==> config.mk <==
export PLATFORM = sky130hd
export DESIGN_NAME = wait_merge_n_flat
export DESIGN_NICKNAME = d
export VERILOG_FILES = /design/src/rtl/wait_merge_pkg.sv /design/src/rtl/wait_merge_n_if.sv /design/src/rtl/wm_pending_ctr.sv /design/src/rtl/wait_merge_n.sv /design/src/flat_wrapper.sv
export SDC_FILE = /design/constraint.sdc
export NUM_CORES = 1
export LEC_CHECK = 0
export ABC_CLOCK_PERIOD_IN_PS = 3400
export CAP_MARGIN = 20
export CORE_MARGIN = 4
export CORE_UTILIZATION = 54
export DETAILED_ROUTE_END_ITERATION = 8
export PLACE_DENSITY = 0.8
export SLEW_MARGIN = 15
export SYNTH_ARGS = -nofsm -noshare
export SYNTH_HDL_FRONTEND = slang
export SYNTH_SLANG_ARGS = --single-unit
export TNS_END_PERCENT = 20
==> constraint.sdc <==
create_clock -name clk -period 3.4 [get_ports clk]
set_input_delay 0.34 -clock clk [delete_from_list [all_inputs] [get_ports clk]]
set_output_delay 0.34 -clock clk [all_outputs]
set_load 0.05 [all_outputs]
==> src/rtl/wait_merge_pkg.sv <==
// Shared types and constants for the wait_merge_n join.
// Holds the FSM state type, free-mode encodings and a width helper.
package wait_merge_pkg;

  typedef enum logic [1:0] {
    IDLE = 2'd0,
    FIRE = 2'd1,
    WAIT = 2'd2
  } state_t;

  localparam int FREE_BCAST = 0;
  localparam int FREE_PERCH = 1;

  function automatic int clog2(input int v);
    int r;
    r = 0;
    while ((1 << r) < v) r++;
    return (r < 1) ? 1 : r;
  endfunction

endpackage

==> src/rtl/wait_merge_n_if.sv <==
// Drive/free handshake bundle between upstream channels,
// the join and the downstream consumer.
interface wait_merge_n_if #(
  parameter int NCH = 4
) ();

  logic [NCH-1:0] i_drive;
  logic [NCH-1:0] i_en_mask;
  logic [NCH-1:0] o_free;
  logic           o_driveNext;
  logic           i_freeNext;
  logic           o_busy;
  logic [NCH-1:0] o_overflow;

  modport master (
    output i_drive,
    output i_en_mask,
    output i_freeNext,
    input  o_free,
    input  o_driveNext,
    input  o_busy,
    input  o_overflow
  );

  modport slave (
    input  i_drive,
    input  i_en_mask,
    input  i_freeNext,
    output o_free,
    output o_driveNext,
    output o_busy,
    output o_overflow
  );

endinterface

==> src/rtl/wm_pending_ctr.sv <==
// One channel's pending-token counter, saturating at DEPTH,
// with a sticky flag for tokens dropped while full.
module wm_pending_ctr
  import wait_merge_pkg::*;
#(
  parameter int DEPTH = 2
) (
  input  logic clk,
  input  logic rst,
  input  logic drive,
  input  logic dec,
  output logic ready,
  output logic overflow
);

  localparam int CW = clog2(DEPTH + 1);
  localparam logic [CW-1:0] MAX = CW'(DEPTH);

  logic [CW-1:0] cnt;

  always_ff @(posedge clk or negedge rst) begin
    if (!rst) begin
      cnt      <= '0;
      overflow <= 1'b0;
    end else begin
      case ({drive, dec})
        2'b10: begin
          if (cnt == MAX) overflow <= 1'b1;
          else            cnt      <= cnt + CW'(1);
        end
        2'b01:   cnt <= cnt - CW'(1);
        default: ;
      endcase
    end
  end

  assign ready = (cnt != '0);

endmodule

==> src/rtl/wait_merge_n.sv <==
// N-way drive join: fires one merged drive once every enabled
// channel holds a token, then waits for the downstream free.
module wait_merge_n
  import wait_merge_pkg::*;
#(
  parameter int NCH       = 4,
  parameter int DEPTH     = 2,
  parameter int FREE_MODE = FREE_BCAST
) (
  input logic          clk,
  input logic          rst,
  wait_merge_n_if.slave bus
);

  state_t         state;
  logic [NCH-1:0] drv_acc;
  logic [NCH-1:0] ready;
  logic [NCH-1:0] dec;
  logic [NCH-1:0] ovf;
  logic           all_ready;
  logic           fire_go;

  assign drv_acc   = bus.i_drive & bus.i_en_mask;
  assign all_ready = (|bus.i_en_mask) &&
                     (&(ready | ~bus.i_en_mask));
  assign fire_go   = (state == IDLE) && all_ready;
  assign dec       = fire_go ? bus.i_en_mask : '0;

  for (genvar k = 0; k < NCH; k++) begin : g_ch
    wm_pending_ctr #(
      .DEPTH(DEPTH)
    ) u_ctr (
      .clk     (clk),
      .rst     (rst),
      .drive   (drv_acc[k]),
      .dec     (dec[k]),
      .ready   (ready[k]),
      .overflow(ovf[k])
    );
  end

  always_ff @(posedge clk or negedge rst) begin
    if (!rst) begin
      state <= IDLE;
    end else begin
      unique case (state)
        IDLE: if (all_ready) state <= FIRE;
        FIRE: state <= bus.i_freeNext ? IDLE : WAIT;
        WAIT: if (bus.i_freeNext) state <= IDLE;
        default: state <= IDLE;
      endcase
    end
  end

  assign bus.o_driveNext = (state == FIRE);
  assign bus.o_busy      = (state != IDLE);
  assign bus.o_overflow  = ovf;

  if (FREE_MODE == FREE_PERCH) begin : g_free_perch
    logic [NCH-1:0] free_q;

    always_ff @(posedge clk or negedge rst) begin
      if (!rst) free_q <= '0;
      else      free_q <= dec;
    end

    assign bus.o_free = free_q;
  end else begin : g_free_bcast
    // Gated by rst so o_free is quiet while reset is held.
    assign bus.o_free = {NCH{bus.i_freeNext & rst}} &
                        bus.i_en_mask;
  end

endmodule
==> src/flat_wrapper.sv <==
// flat-port wrapper written by rule: the top's interface ports become plain ports
module wait_merge_n_flat import wait_merge_pkg::*;
#(
  parameter int NCH       = 4,
  parameter int DEPTH     = 2,
  parameter int FREE_MODE = FREE_BCAST
)
  (clk, rst, bus_i_drive, bus_i_en_mask, bus_i_freeNext, bus_o_free, bus_o_driveNext, bus_o_busy, bus_o_overflow);
  wait_merge_n_if #(.NCH(NCH)) bus_i ();
  input logic clk;
  input logic rst;
  input wire logic [$bits(bus_i.i_drive)-1:0] bus_i_drive;
  input wire logic [$bits(bus_i.i_en_mask)-1:0] bus_i_en_mask;
  input wire logic [$bits(bus_i.i_freeNext)-1:0] bus_i_freeNext;
  output wire logic [$bits(bus_i.o_free)-1:0] bus_o_free;
  output wire logic [$bits(bus_i.o_driveNext)-1:0] bus_o_driveNext;
  output wire logic [$bits(bus_i.o_busy)-1:0] bus_o_busy;
  output wire logic [$bits(bus_i.o_overflow)-1:0] bus_o_overflow;
  assign bus_i.i_drive = bus_i_drive;
  assign bus_i.i_en_mask = bus_i_en_mask;
  assign bus_i.i_freeNext = bus_i_freeNext;
  assign bus_o_free = bus_i.o_free;
  assign bus_o_driveNext = bus_i.o_driveNext;
  assign bus_o_busy = bus_i.o_busy;
  assign bus_o_overflow = bus_i.o_overflow;
  wait_merge_n #(.NCH(NCH), .DEPTH(DEPTH), .FREE_MODE(FREE_MODE)) u_core (.clk(clk), .rst(rst), .bus(bus_i));
endmodule
== Word-level counts from Yosys, hierarchy flattened ==
Cells that the tools add are included.

* Equal/unequal tests: 20
* Shifts and indexed selects: 0
* Reductions and logical operators: 23
* Muxes and demuxes: 13
* Bitwise gates (word level): 5
* $add $sub $neg: 8
* Divide/modulo/power cells: 0
* Multipliers: 0
* Order comparisons: 0

{| class="wikitable"
|+ Operators by type and width
! kind !! number
|-
| equality test 2 bit (second input constant) || 9
|-
| AND reduction 2 bit || 9
|-
| nonzero test 2 bit || 9
|-
| case mux 2 bit (2 select lines) || 4
|-
| 2-to-1 mux 2 bit || 7
|-
| equality test 2 x 1 -> 1 bit (second input constant) || 5
|-
| != test 2 bit (second input constant) || 5
|-
| adder 2 x 1 -> 2 bit (second input constant) || 4
|-
| bitwise AND 4 bit || 2
|-
| subtractor 2 x 1 -> 2 bit (second input constant) || 4
|-
| case mux 2 bit (3 select lines) || 1
|-
| 2-to-1 mux 4 bit || 1
|-
| NOT 4 bit || 1
|-
| OR 4 bit || 1
|-
| AND reduction 4 bit || 1
|-
| OR reduction 4 bit || 1
|-
| logical AND 1 bit || 2
|-
| logical NOT 2 bit || 1
|-
| != test 2 x 1 -> 1 bit (second input constant) || 1
|-
| bitwise AND 1 bit || 1
|}

* RAM bits: 0
* Output and inout bits: 10
* ROM bits: 0
* Bits in latches: 0
* Memories kept: 0
* Logic and storage cells: 78
* Input port bits: 11
* Flip-flop bits (word level): 14

== Longest topological paths before layout ==
* Depth after elaboration: 9
* Depth in mapped cells: 7
* Gate-level depth less buffers: 4

== Hierarchy ==
Synthesis repeated with hierarchy kept, for this count alone.

* Cells, all modules: 81
* Area, all modules: 907.1 um^2

{| class="wikitable"
|+ By module, submodules not included
! module !! area an instance (um^2) !! seq. area each (um^2) !! times used !! cells an instance
|-
| wm_pending_ctr || 167.7 || 75.1 || 4 || 13
|-
| wait_merge_n || 236.5 || 50.0 || 1 || 29
|}

== Least setup slack after synthesis ==
Ideal clock, no wire load.

* Kind: input to register
* From: in bus_i_en_mask[1]
* To: reg u_core.g_ch[2].u_ctr.cnt[0]
* Path slack: 1.683 ns
* Data required time: 3.266 ns
* Arrival time: 1.583 ns
* Path buffers: 3
* Library setup time: 0.134 ns
* Stages on the path: 7
* Cell sequence: buf_4 -> or3b_1 -> clkbuf_1 -> and4_4 -> buf_6 -> a2111oi_2 -> a211oi_1

* Longest elaborated chain between the ends: 9
* Elaborated cells on any way between the ends: 13
* Those cells by class: eq/ne: 3; mux: 2; bitwise: 2; reduce/logical: 6

{| class="wikitable"
|+ RTL lines
! element !! line !! text
|-
| start: declaration || flat_wrapper.sv:13 || <nowiki>input wire logic [$bits(bus_i.i_en_mask)-1:0] bus_i_en_mask;</nowiki>
|-
| NOT 4 bit || wait_merge_n.sv:25 || <nowiki>(&(ready | ~bus.i_en_mask));</nowiki>
|-
| OR 4 bit || wait_merge_n.sv:25 ||
|-
| AND reduction 4 bit || wait_merge_n.sv:25 ||
|-
| logical AND 1 bit * || wait_merge_n.sv:24 || <nowiki>assign all_ready = (|bus.i_en_mask) &&</nowiki>
|-
| logical AND 1 bit * || wait_merge_n.sv:26 || <nowiki>assign fire_go = (state == IDLE) && all_ready;</nowiki>
|-
| 2-to-1 mux 4 bit * || wait_merge_n.sv:27 || <nowiki>assign dec = fire_go ? bus.i_en_mask : '0;</nowiki>
|-
| equality test 2 bit / equality test 2 x 1 -> 1 bit (equally long branches) || wm_pending_ctr.sv:26 || <nowiki>case ({drive, dec})</nowiki>
|-
| != test 2 bit (no source line) / nonzero test 2 bit (equally long branches) || n/a ||
|-
| AND reduction 2 bit (no source line) || n/a ||
|-
| end signal: assignment || wm_pending_ctr.sv:29 || <nowiki>else cnt <= cnt + CW'(1);</nowiki>
|-
| end signal: assignment || wm_pending_ctr.sv:31 || <nowiki>2'b01: cnt <= cnt - CW'(1);</nowiki>
|-
| end: declaration || wm_pending_ctr.sv:19 || <nowiki>logic [CW-1:0] cnt;</nowiki>
|}

Every way passes the cells marked *; elsewhere a longest branch is shown, timed or not.
A chain may end at the register's enable or synchronous reset.

== Final worst setup path ==
* From: in bus_i_en_mask[0]
* To: out bus_o_free[0]

* Longest elaborated chain between the ends: 1

{| class="wikitable"
|+ RTL lines
! element !! line !! text
|-
| bitwise AND 4 bit || wait_merge_n.sv:70 || <nowiki>assign bus.o_free = {NCH{bus.i_freeNext & rst}} &</nowiki>
|-
| end: declaration || flat_wrapper.sv:15 || <nowiki>output wire logic [$bits(bus_i.o_free)-1:0] bus_o_free;</nowiki>
|}

Every way passes these cells.

==> impl_metrics.py <==
metrics = {
    "clocking": {
        "cts.clk_slew.worst_paths_ns": 0.09,
        "post-cts-setup-buffers": 0,
        "cts_hold_buffers": 0,
        "cts-root-buf": "clkbuf_4",
        "worstSkewPairLatency_ns": 0.28,
        "cts.sinks": 14,
        "numCtsBuffers": 3,
        "cts_tree": "yes",
        "cts_max_path_buffers": 2,
        "post_cts_resized": 0,
        "htreeDepth": 1,
    },
    "logic_synthesis": {
        "synth_async_sr_flop_share_pct": 100,
        "avgSynthCellArea_um2": 9.49,
        "synth-seq-cells": 14,
        "synth_ff_type": "dfrtp_1",
        "synthAdderAreaFrac_pct": 0,
        "ys_seq_area_share_pct": 33.9,
        "synthSimpleGateAreaFrac_pct": 34.3,
        "synth_compound_area_share_pct": 18.0,
        "synth_xor_area_share_pct": 0.846,
        "syn_area_mm2": 0.00103,
        "synthMuxAreaShare_pct": 3.87,
        "yosysWarnings": 0,
        "synth_fp_nets": 120,
        "yosysTopAreaCellShare_pct": 33.9,
        "synth_top_family_by_area": "simple AND/OR/NAND/NOR gates",
        "synth-edff-count": 0,
        "synth.area.top_cells": "dfrtp_1 34%, a41o_1 5.8%, nand3b_1 5.1%",
        "synth_area_leader_cell": "dfrtp_1",
        "netlist_instances": 109,
        "ys_types": 38,
    },
    "sta": {
        "fin_crit_ns": 2.33,
        "fin_skew_ns": 0.00193,
        "hold_viol": 0,
        "fmax_ghz": 0.429,
        "setup_ws_ns": 1.07,
        "relSlewSlack_pct": 66.7,
        "setup_viol_count_final": 0,
        "worst_pin_slew_ns": 0.498,
        "finalCritPeriodShare_pct": 68.6,
        "setup_tns_ns": 0,
        "rsz0062_at_grt": "no",
        "slew_violations": 0,
    },
    "drt": {
        "firstDrtPassIters": 4,
        "drt-total-wl_mm": 2.27,
        "postRouteAntennaNets": 0,
        "drc": 0,
        "vias": 927,
        "wl_per_cell_um": 15.3,
        "viasPerCell": 6.26,
        "drtIter0Drc": 14,
    },
    "floorplan": {
        "start_util_pct": 58.7,
        "rows": 15,
        "io_pins": 21,
        "core_mm2": 0.00176,
        "chipWidth_um": 51.8,
        "die_y_um": 51.8,
        "die-area_mm2": 0.00268,
    },
    "global_routing": {
        "top_usage_layer": "met2",
        "grt-ovfl-total": 0,
        "use_met3_pct": 3.15,
        "grt_max_degree": 12,
        "use_met1_pct": 25.9,
        "antenna_found_initial": 0,
        "grt_use_total_pct": 19.7,
        "first_global_vias": 888,
        "grt_pass1_wl_mm": 3.99,
        "gr-usage-met2_pct": 31.6,
    },
    "final_layout": {
        "antenna_cells": 0,
        "syn_to_final_growth_pct": 19.7,
        "seqCellArea_um2": 350,
        "n_fill_cell": 157,
        "fin_nets": 135,
        "layout-drive-gt1-share_pct": 11.4,
        "multiInputGateArea_um2": 591,
    },
    "pwr": {
        "power.total_mw": 1.04,
        "p_seq_share_pct": 31.6,
        "p_leak_nw": 0.505,
        "swShare_pct": 47.4,
        "combPwrFrac_pct": 56.8,
        "clock_power_share_pct": 11.6,
        "p_per_area_mw_per_mm2": 838,
        "ir_worst_vdd_v": 0.000514,
        "intPower_mw": 0.546,
        "p_switching_mw": 0.492,
    },
    "critical_path": {
        "critPathMaxFanout": 10,
        "endpoint_kind": "primary output",
        "path_class": "input pin to primary output",
        "crit_chain": "clkdlybuf4s50_1 > and3_1 > clkdlybuf4s50_1",
        "crit_top_cell": "clkdlybuf4s50_1",
        "cpMaxStageDelayCell": "clkdlybuf4s50_1",
        "path_delay_family": "buffers and inverters",
        "crit_path_start_kind": "input pin",
        "cp.arrival_ns": 1.99,
        "crit_buf_inv": 2,
        "slowest_delay_ns": 0.80,
        "required_ns": 3.06,
    },
    "min_path": {
        "hp-class": "input pin to async pin",
    },
    "placed_design": {
        "pre_cts_ws_ns": 1.07,
        "gp_congestion": 0.854,
        "dp_hpwl_mm": 1.67,
        "io_buffer_count": 20,
    },
    "flow_run": {
        "maxCapViolCount": 0,
    },
    "outcome": {
        "status": "complete, no violations",
    },
}
-- per-stage QoR --
step	area, µm²	cells	hold slack [ns]	util, %
after floorplan	1030	109	0.0444	-
after global placement	1200	144	0.452	68.2
after detailed placement	1200	144	0.456	68.2
after CTS	1240	148	0.302	70.2
after global routing	1240	148	0.300	70.2
final	1240	148	0.298	70.2
-- cells in the final DEF, fill, tap and decap left out --
cell type	count
a2111oi_2	1
a211oi_1	1
a21oi_1	1
a31o_1	1
a31oi_1	2
a32o_1	1
a41o_1	6
a41oi_1	2
and3_1	5
and4_4	1
and4b_1	3
buf_4	2
clkbuf_4	3
clkbuf_8	1
clkdlybuf4s50_1	20
dfrtp_1	14
inv_1	4
mux2i_1	4
nand2_1	4
nand2_2	1
nand2b_1	1
nand3_1	4
nand3b_1	7
nand4_2	1
nor2_1	5
nor2b_1	5
nor3b_1	3
nor4_1	2
nor4b_1	1
o211ai_1	2
o21ai_0	2
o2bb2ai_1	2
o31ai_1	1
or2_2	2
or3b_1	3
or3b_2	2
or4b_1	2
xnor2_1	1
-- metal layers --
metal / part of all wire (%) / wire [µm]
met3: 5.0 / 113
met4: 1.8 / 40
met2: 47 / 1060
met1: 46 / 1050
met5: 0 / 0
-- path summary, 6_finish.rpt --
check                                         startpoint                       endpoint  slack (ns)  depth (start not counted)
hold / removal                                       rst    u_core.g_ch[2].u_ctr.cnt[0]        0.30                          1
max in group asynchronous                            rst    u_core.g_ch[0].u_ctr.cnt[0]        2.65                          2
setup / recovery                        bus_i_en_mask[0]                  bus_o_free[0]        1.07                          3
hold reg to reg            u_core.g_ch[1].u_ctr.overflow  u_core.g_ch[1].u_ctr.overflow        0.47                          1
setup reg to reg             u_core.g_ch[2].u_ctr.cnt[0]    u_core.g_ch[2].u_ctr.cnt[0]        1.66                          4
min in group clk           u_core.g_ch[1].u_ctr.overflow  u_core.g_ch[1].u_ctr.overflow        0.47                          1
-- state kept, by name, summed over array words and instances, names as in the netlist --
signal / cells
u_core.g_ch.u_ctr.cnt: 8
u_core.g_ch.u_ctr.overflow: 4
u_core.state: 2
-- cell families after synthesis --
group	Yosys count
compound gates	22
simple gates	52
mux	4
flops	14
xor+xnor	1
buf+inv	16
-- power by group through the flow --
stage / Combinational (mW) / Sequential, mW / Clock [mW]
CTS: 0.592 / 0.324 / 0.123
detailed placement: 0.588 / 0.328 / 0
global route: 0.640 / 0.340 / 0.137
global placement: 0.577 / 0.322 / 0
finish: 0.590 / 0.327 / 0.121
floorplan: 0.491 / 0.305 / 0
-- Yosys cell counts (4+ instances only) --
| master | instances |
|---|---|
| dfrtp_1 | 14 |
| nand3b_1 | 7 |
| a41o_1 | 6 |
| buf_4 | 6 |
| and3_1 | 5 |
| nor2_1 | 5 |
| nor2b_1 | 5 |
| inv_1 | 4 |
| mux2i_1 | 4 |
| nand2_1 | 4 |
| nand3_1 | 4 |
-- area by class of cell --
cell class / instances / share of cell area [%]
multi-input combinational: 79 / 47.7
sequential: 14 / 28.3
timing repair buffer: 22 / 17.4
clock buffer: 4 / 2.93
tap: 25 / 2.53
inverter: 4 / 1.21
-- worst register-to-register path: cells and delay by family (launching register included) --
kind / cells / cell delay [ns]
DFF: 1 / 0.46
and+or+nand+nor: 2 / 0.75
AOI/OAI and AO/OA: 2 / 0.41
No activity file was read; power rests on OpenSTA's default activity.
